===== src/rtl/mem_arbiter.sv =====
// rtl/mem_arbiter.sv - single-port RAM arbiter between instruction and data requesters
module mem_arbiter #(
    parameter int STARVE_LIMIT = 4
) (
    input  logic        CLK,
    input  logic        nRST,
    input  logic        iREN,
    input  logic [31:0] iaddr,
    output logic [31:0] iload,
    output logic        iwait,
    input  logic        dREN,
    input  logic        dWEN,
    input  logic [31:0] daddr,
    input  logic [31:0] dstore,
    output logic [31:0] dload,
    output logic        dwait,
    output logic        ramREN,
    output logic        ramWEN,
    output logic [31:0] ramaddr,
    output logic [31:0] ramstore,
    input  logic [31:0] ramload,
    input  logic [1:0]  ramstate
);

    typedef enum logic [1:0] {
        IDLE,
        DGRANT,
        IGRANT
    } state_t;

    localparam logic [1:0] ACCESS = 2'd2;

    state_t      state;
    state_t      next_state;
    logic [2:0]  starve_cnt;
    logic [2:0]  next_cnt;
    logic        dreq;
    logic        access;
    logic        starve_hit;

    assign dreq       = dREN | dWEN;
    assign access     = (ramstate == ACCESS);
    assign starve_hit = ({29'd0, starve_cnt} >= STARVE_LIMIT);

    // Asynchronous reset forces IDLE immediately, which zeroes every RAM strobe in the same cycle.
    always_ff @(posedge CLK or negedge nRST) begin
        if (!nRST) begin
            state      <= IDLE;
            starve_cnt <= 3'd0;
        end else begin
            state      <= next_state;
            starve_cnt <= next_cnt;
        end
    end

    always_comb begin
        next_state = state;
        next_cnt   = starve_cnt;
        ramREN     = 1'b0;
        ramWEN     = 1'b0;
        ramaddr    = 32'd0;
        ramstore   = 32'd0;
        iload      = 32'd0;
        dload      = 32'd0;
        iwait      = iREN;
        dwait      = dreq;

        case (state)
            IDLE: begin
                if (dreq && iREN && starve_hit) begin
                    next_state = IGRANT;
                end else if (dreq) begin
                    next_state = DGRANT;
                end else if (iREN) begin
                    next_state = IGRANT;
                end
            end

            DGRANT: begin
                ramaddr  = daddr;
                ramstore = dstore;
                ramWEN   = dWEN;
                ramREN   = dREN & ~dWEN;
                dwait    = ~access;
                if (access) begin
                    dload = ramload;
                end
                // ERROR and BUSY both leave the grant in place; only ACCESS or a dropped request ends it.
                if (!dreq) begin
                    next_state = IDLE;
                end else if (access) begin
                    next_state = IDLE;
                    if (iREN && starve_cnt != 3'd7) begin
                        next_cnt = starve_cnt + 3'd1;
                    end
                end
            end

            IGRANT: begin
                ramaddr = iaddr;
                ramREN  = iREN;
                iwait   = ~access;
                if (access) begin
                    iload = ramload;
                end
                if (!iREN) begin
                    next_state = IDLE;
                end else if (access) begin
                    next_state = IDLE;
                    next_cnt   = 3'd0;
                end
            end

            default: begin
                next_state = IDLE;
            end
        endcase
    end

endmodule


===== config.mk =====
export PLATFORM = sky130hd
export DESIGN_NAME = mem_arbiter
export DESIGN_NICKNAME = d
export VERILOG_FILES = /design/src/rtl/mem_arbiter.sv
export SDC_FILE = /design/constraint.sdc
export NUM_CORES = 1
export LEC_CHECK = 0
export ABC_AREA = 1
export CAP_MARGIN = 20
export CORE_AREA = 2 2 102 104
export CTS_BUF_LIST = sky130_fd_sc_hd__clkbuf_4
export CTS_CLUSTER_SIZE = 12
export DETAILED_ROUTE_END_ITERATION = 6
export DIE_AREA = 0 0 104 106
export PLACE_DENSITY_LB_ADDON = 0.3
export SLEW_MARGIN = 0
export SYNTH_ARGS = -nofsm -noshare
export SYNTH_HDL_FRONTEND = slang
export SYNTH_SLANG_ARGS = --single-unit

===== constraint.sdc =====
create_clock -name CLK -period 1.44 [get_ports CLK]
set_input_delay 0.144 -clock CLK [delete_from_list [all_inputs] [get_ports CLK]]
set_output_delay 0.144 -clock CLK [all_outputs]
set_load 0.1 [all_outputs]

==> flow_summary.toml <==
[run_status]
status = "finished, violations left"
violations = "negative setup slack"

[synth]
synth_commonest_cells = "nand2_1, inv_1, nor2_1"
seq_area_frac_synth = 0.0750
synth_area_per_cell_sq_um = 4.77
synth.most_common_cell = "nand2_1"
synth_area_leaders = "nand2_1, inv_1, nor2_1, a21oi_1, dfrtp_1"
synth_edf_count = 0
ys_types = 19
netlist_area_sq_um = 1670
synthCells = 350
yosys.area.top_type = "nand2_1"
yosys_register_bits = 5
synth_top_area_frac = 0.274
synthArstFlopShare = 1.00
ys.flop_type = "dfrtp_1"
mappedNetlistNets = 491
yosys_warnings = 0

[floorplanning]
coreArea_sq_um = 10000
die_x_um = 104
start_util = 0.167
io_pins = 267
die_y_um = 106
dieArea_sq_um = 11000
rows = 37

[clock_network]
cts_buffers = 3
clock_sinks = 5
ctsRootBufferMaster = "clkbuf_4"
cts_buffer_depth = 2
holdBufCountCts = 0
htree_levels = 1
insertion_delay_ns = 0.24
cts.clk_slew.worst_paths_ns = 0.05
cts_tree = "yes"

[worst_setup_path]
critical_path_class = "flop to output port"
cp.arrival_ns = 1.70
crit_path_top_delay_cell = "dfrtp_1"
path_cells = "buf_6 > ha_4 > inv_4 > nor2_4 > inv_4 > buf_12 > nor2_4 > buf_12"
required_ns = 1.30
crit_family = "buffers and inverters"
reg2regPathDepth = 9
cp-end-kind = "output port"
r2r_start = "state[1]"
r2r-end = "starve_cnt[1]"
slowest_delay_ns = 0.38
worst-path-buf-inv = 5
critPathLaunchType = "flop"
cp_max_fo = 8
rrSetupSlack_ns = -0.13

[timing]
setup_slack_ns = -0.401
fin_crit_sh = 1.28
setup_violations = 137
final_hold_viol_count = 0
rsz0062_at_grt = "yes"
slew_headroom = 0.699
clock.fmax_mhz = 543
fin_crit_ns = 1.84
tightest_slew_ns = 0.450
fin_hold_ws_ns = 0.133
slew_viol_final = 0
final.setup_skew_ns = 0.000955

[power_and_ir_drop]
power_mw = 16.7
power_density_nw_per_um2 = 2200
p_leak_nw = 2.88
ir_worst_vdd_uv = 2390

[global_routing]
grt_pass1_wl_mm = 20.0
grt_use_total = 0.227
met1_usage = 0.227
gr-max-usage-layer = "met2"
antenna_found_initial = 0
grt_max_degree = 19
met3_usage = 0.0478
grt_pass1_vias = 3521
grt_overflow = 0
grt_use_met2 = 0.466

[drt]
wire_per_inst_um = 17.6
viasPerCell = 4.36
num_vias = 3426
drt_iter0_drc = 135
wl_mm = 13.8
drtAntennaViolNets = 0
drcViolationCount = 0
detail_route.first_pass.iterations = 5

[job]
cap_violations = 0

[layout]
insertedDiodeCount = 0
syn2layout_area_growth_pct = 355
num-fill-cells = 641
drive_gt1_frac = 0.613
final_cell_area_sq_um = 7590
nNetsFinal = 791

[placed_design]
place_congestion = 0.843
hpwl_mm = 11.0
post_dp_cell_area_sq_um = 7170
port_buffers = 266

[min_path]
hold_class = "primary input to async pin"
## worst max path at each step
stage / start / endpoint / slack, ns / depth (start not counted)
after global routing: state[0] / dload[13] / -0.46 / 8
after detailed placement: ramstate[1] / dload[13] / -0.23 / 7
after CTS: state[1] / dload[13] / -0.40 / 8
after global placement: ramstate[1] / dload[11] / -0.18 / 7
after floorplan: state[0] / iload[10] / -0.37 / 8
final: state[0] / dload[13] / -0.40 / 8
## metrics by stage
step	TNS (ns)	setup WS, ns	cells	utilization
global route	-53.14	-0.465	785	0.759
floorplan	-39.19	-0.374	350	-
detailed placement	-17.39	-0.228	766	0.717
CTS	-44.80	-0.403	777	0.736
global placement	-14.03	-0.183	766	0.717
finish	-43.46	-0.401	785	0.759
## logic make-up after synthesis
logic type / synth area share
simple gates: 0.498
buf+inv: 0.268
compound gates: 0.114
fa+ha+maj: 0.0450
flops: 0.0750
## report_power, final
group | switching, mW | leakage (nW) | internal (mW)
clock network | 0.0633 | 0.0184 | 0.124
registers | 0.0517 | 0.0642 | 0.203
logic | 10.4 | 2.80 | 5.86
total | 10.5 | 2.88 | 6.19
## layout by cell type (no fill, tap or decap)
cell type        netlist  layout
a21oi_1               37       3
a21oi_4                0      34
buf_12                 0     144
buf_4                  2      24
buf_6                  9       8
buf_8                  0       1
clkbuf_16              0       5
clkbuf_4               0       4
clkdlybuf4s50_1        0     134
clkinvlp_4             0      33
dfrtp_1                5       5
ha_1                   6       4
ha_4                   0       2
inv_1                 72      36
inv_2                  4       2
inv_4                  0       5
nand2_1              122      58
nand2_2                1      52
nand2_4                0      13
nand3_1                5       4
nand3_2                0       1
nand3b_1               2       2
nor2_1                58       3
nor2_2                13       1
nor2_4                 2      69
nor3_1                 1       1
o21ai_1                1       1
## repair_timing
action	4_1_cts	5_1_grt
endpoints found under the hold margin	0	0
setup buffers	6	4
gates resized for setup	28	17
endpoints found under the setup margin	137	137
gates cloned	1	5
pin swaps	7	8
## layout make-up
| class | count | area, sq um | share of cell area |
|---|---|---|---|
| Tap cell | 136 | 170 | 0.0224 |
| Inverter | 76 | 422 | 0.0556 |
| Sequential cell | 5 | 125 | 0.0165 |
| Clock buffer | 4 | 30.0 | 0.00396 |
| Timing Repair Buffer | 316 | 4630 | 0.611 |
| Multi-Input combinational cell | 248 | 2210 | 0.291 |
## state kept, by name, indices dropped and copies added (netlist names)
| register | count |
|---|---|
| state | 2 |
| starve_cnt | 3 |
## routing by layer
layer | vias to the layer above | share of wire
li1 | 1614 | -
met4 | 0 | 0.038
met3 | 37 | 0.063
met5 | - | 0
met2 | 149 | 0.56
met1 | 1626 | 0.34
Note: power is estimated with default switching activity, not from simulation.
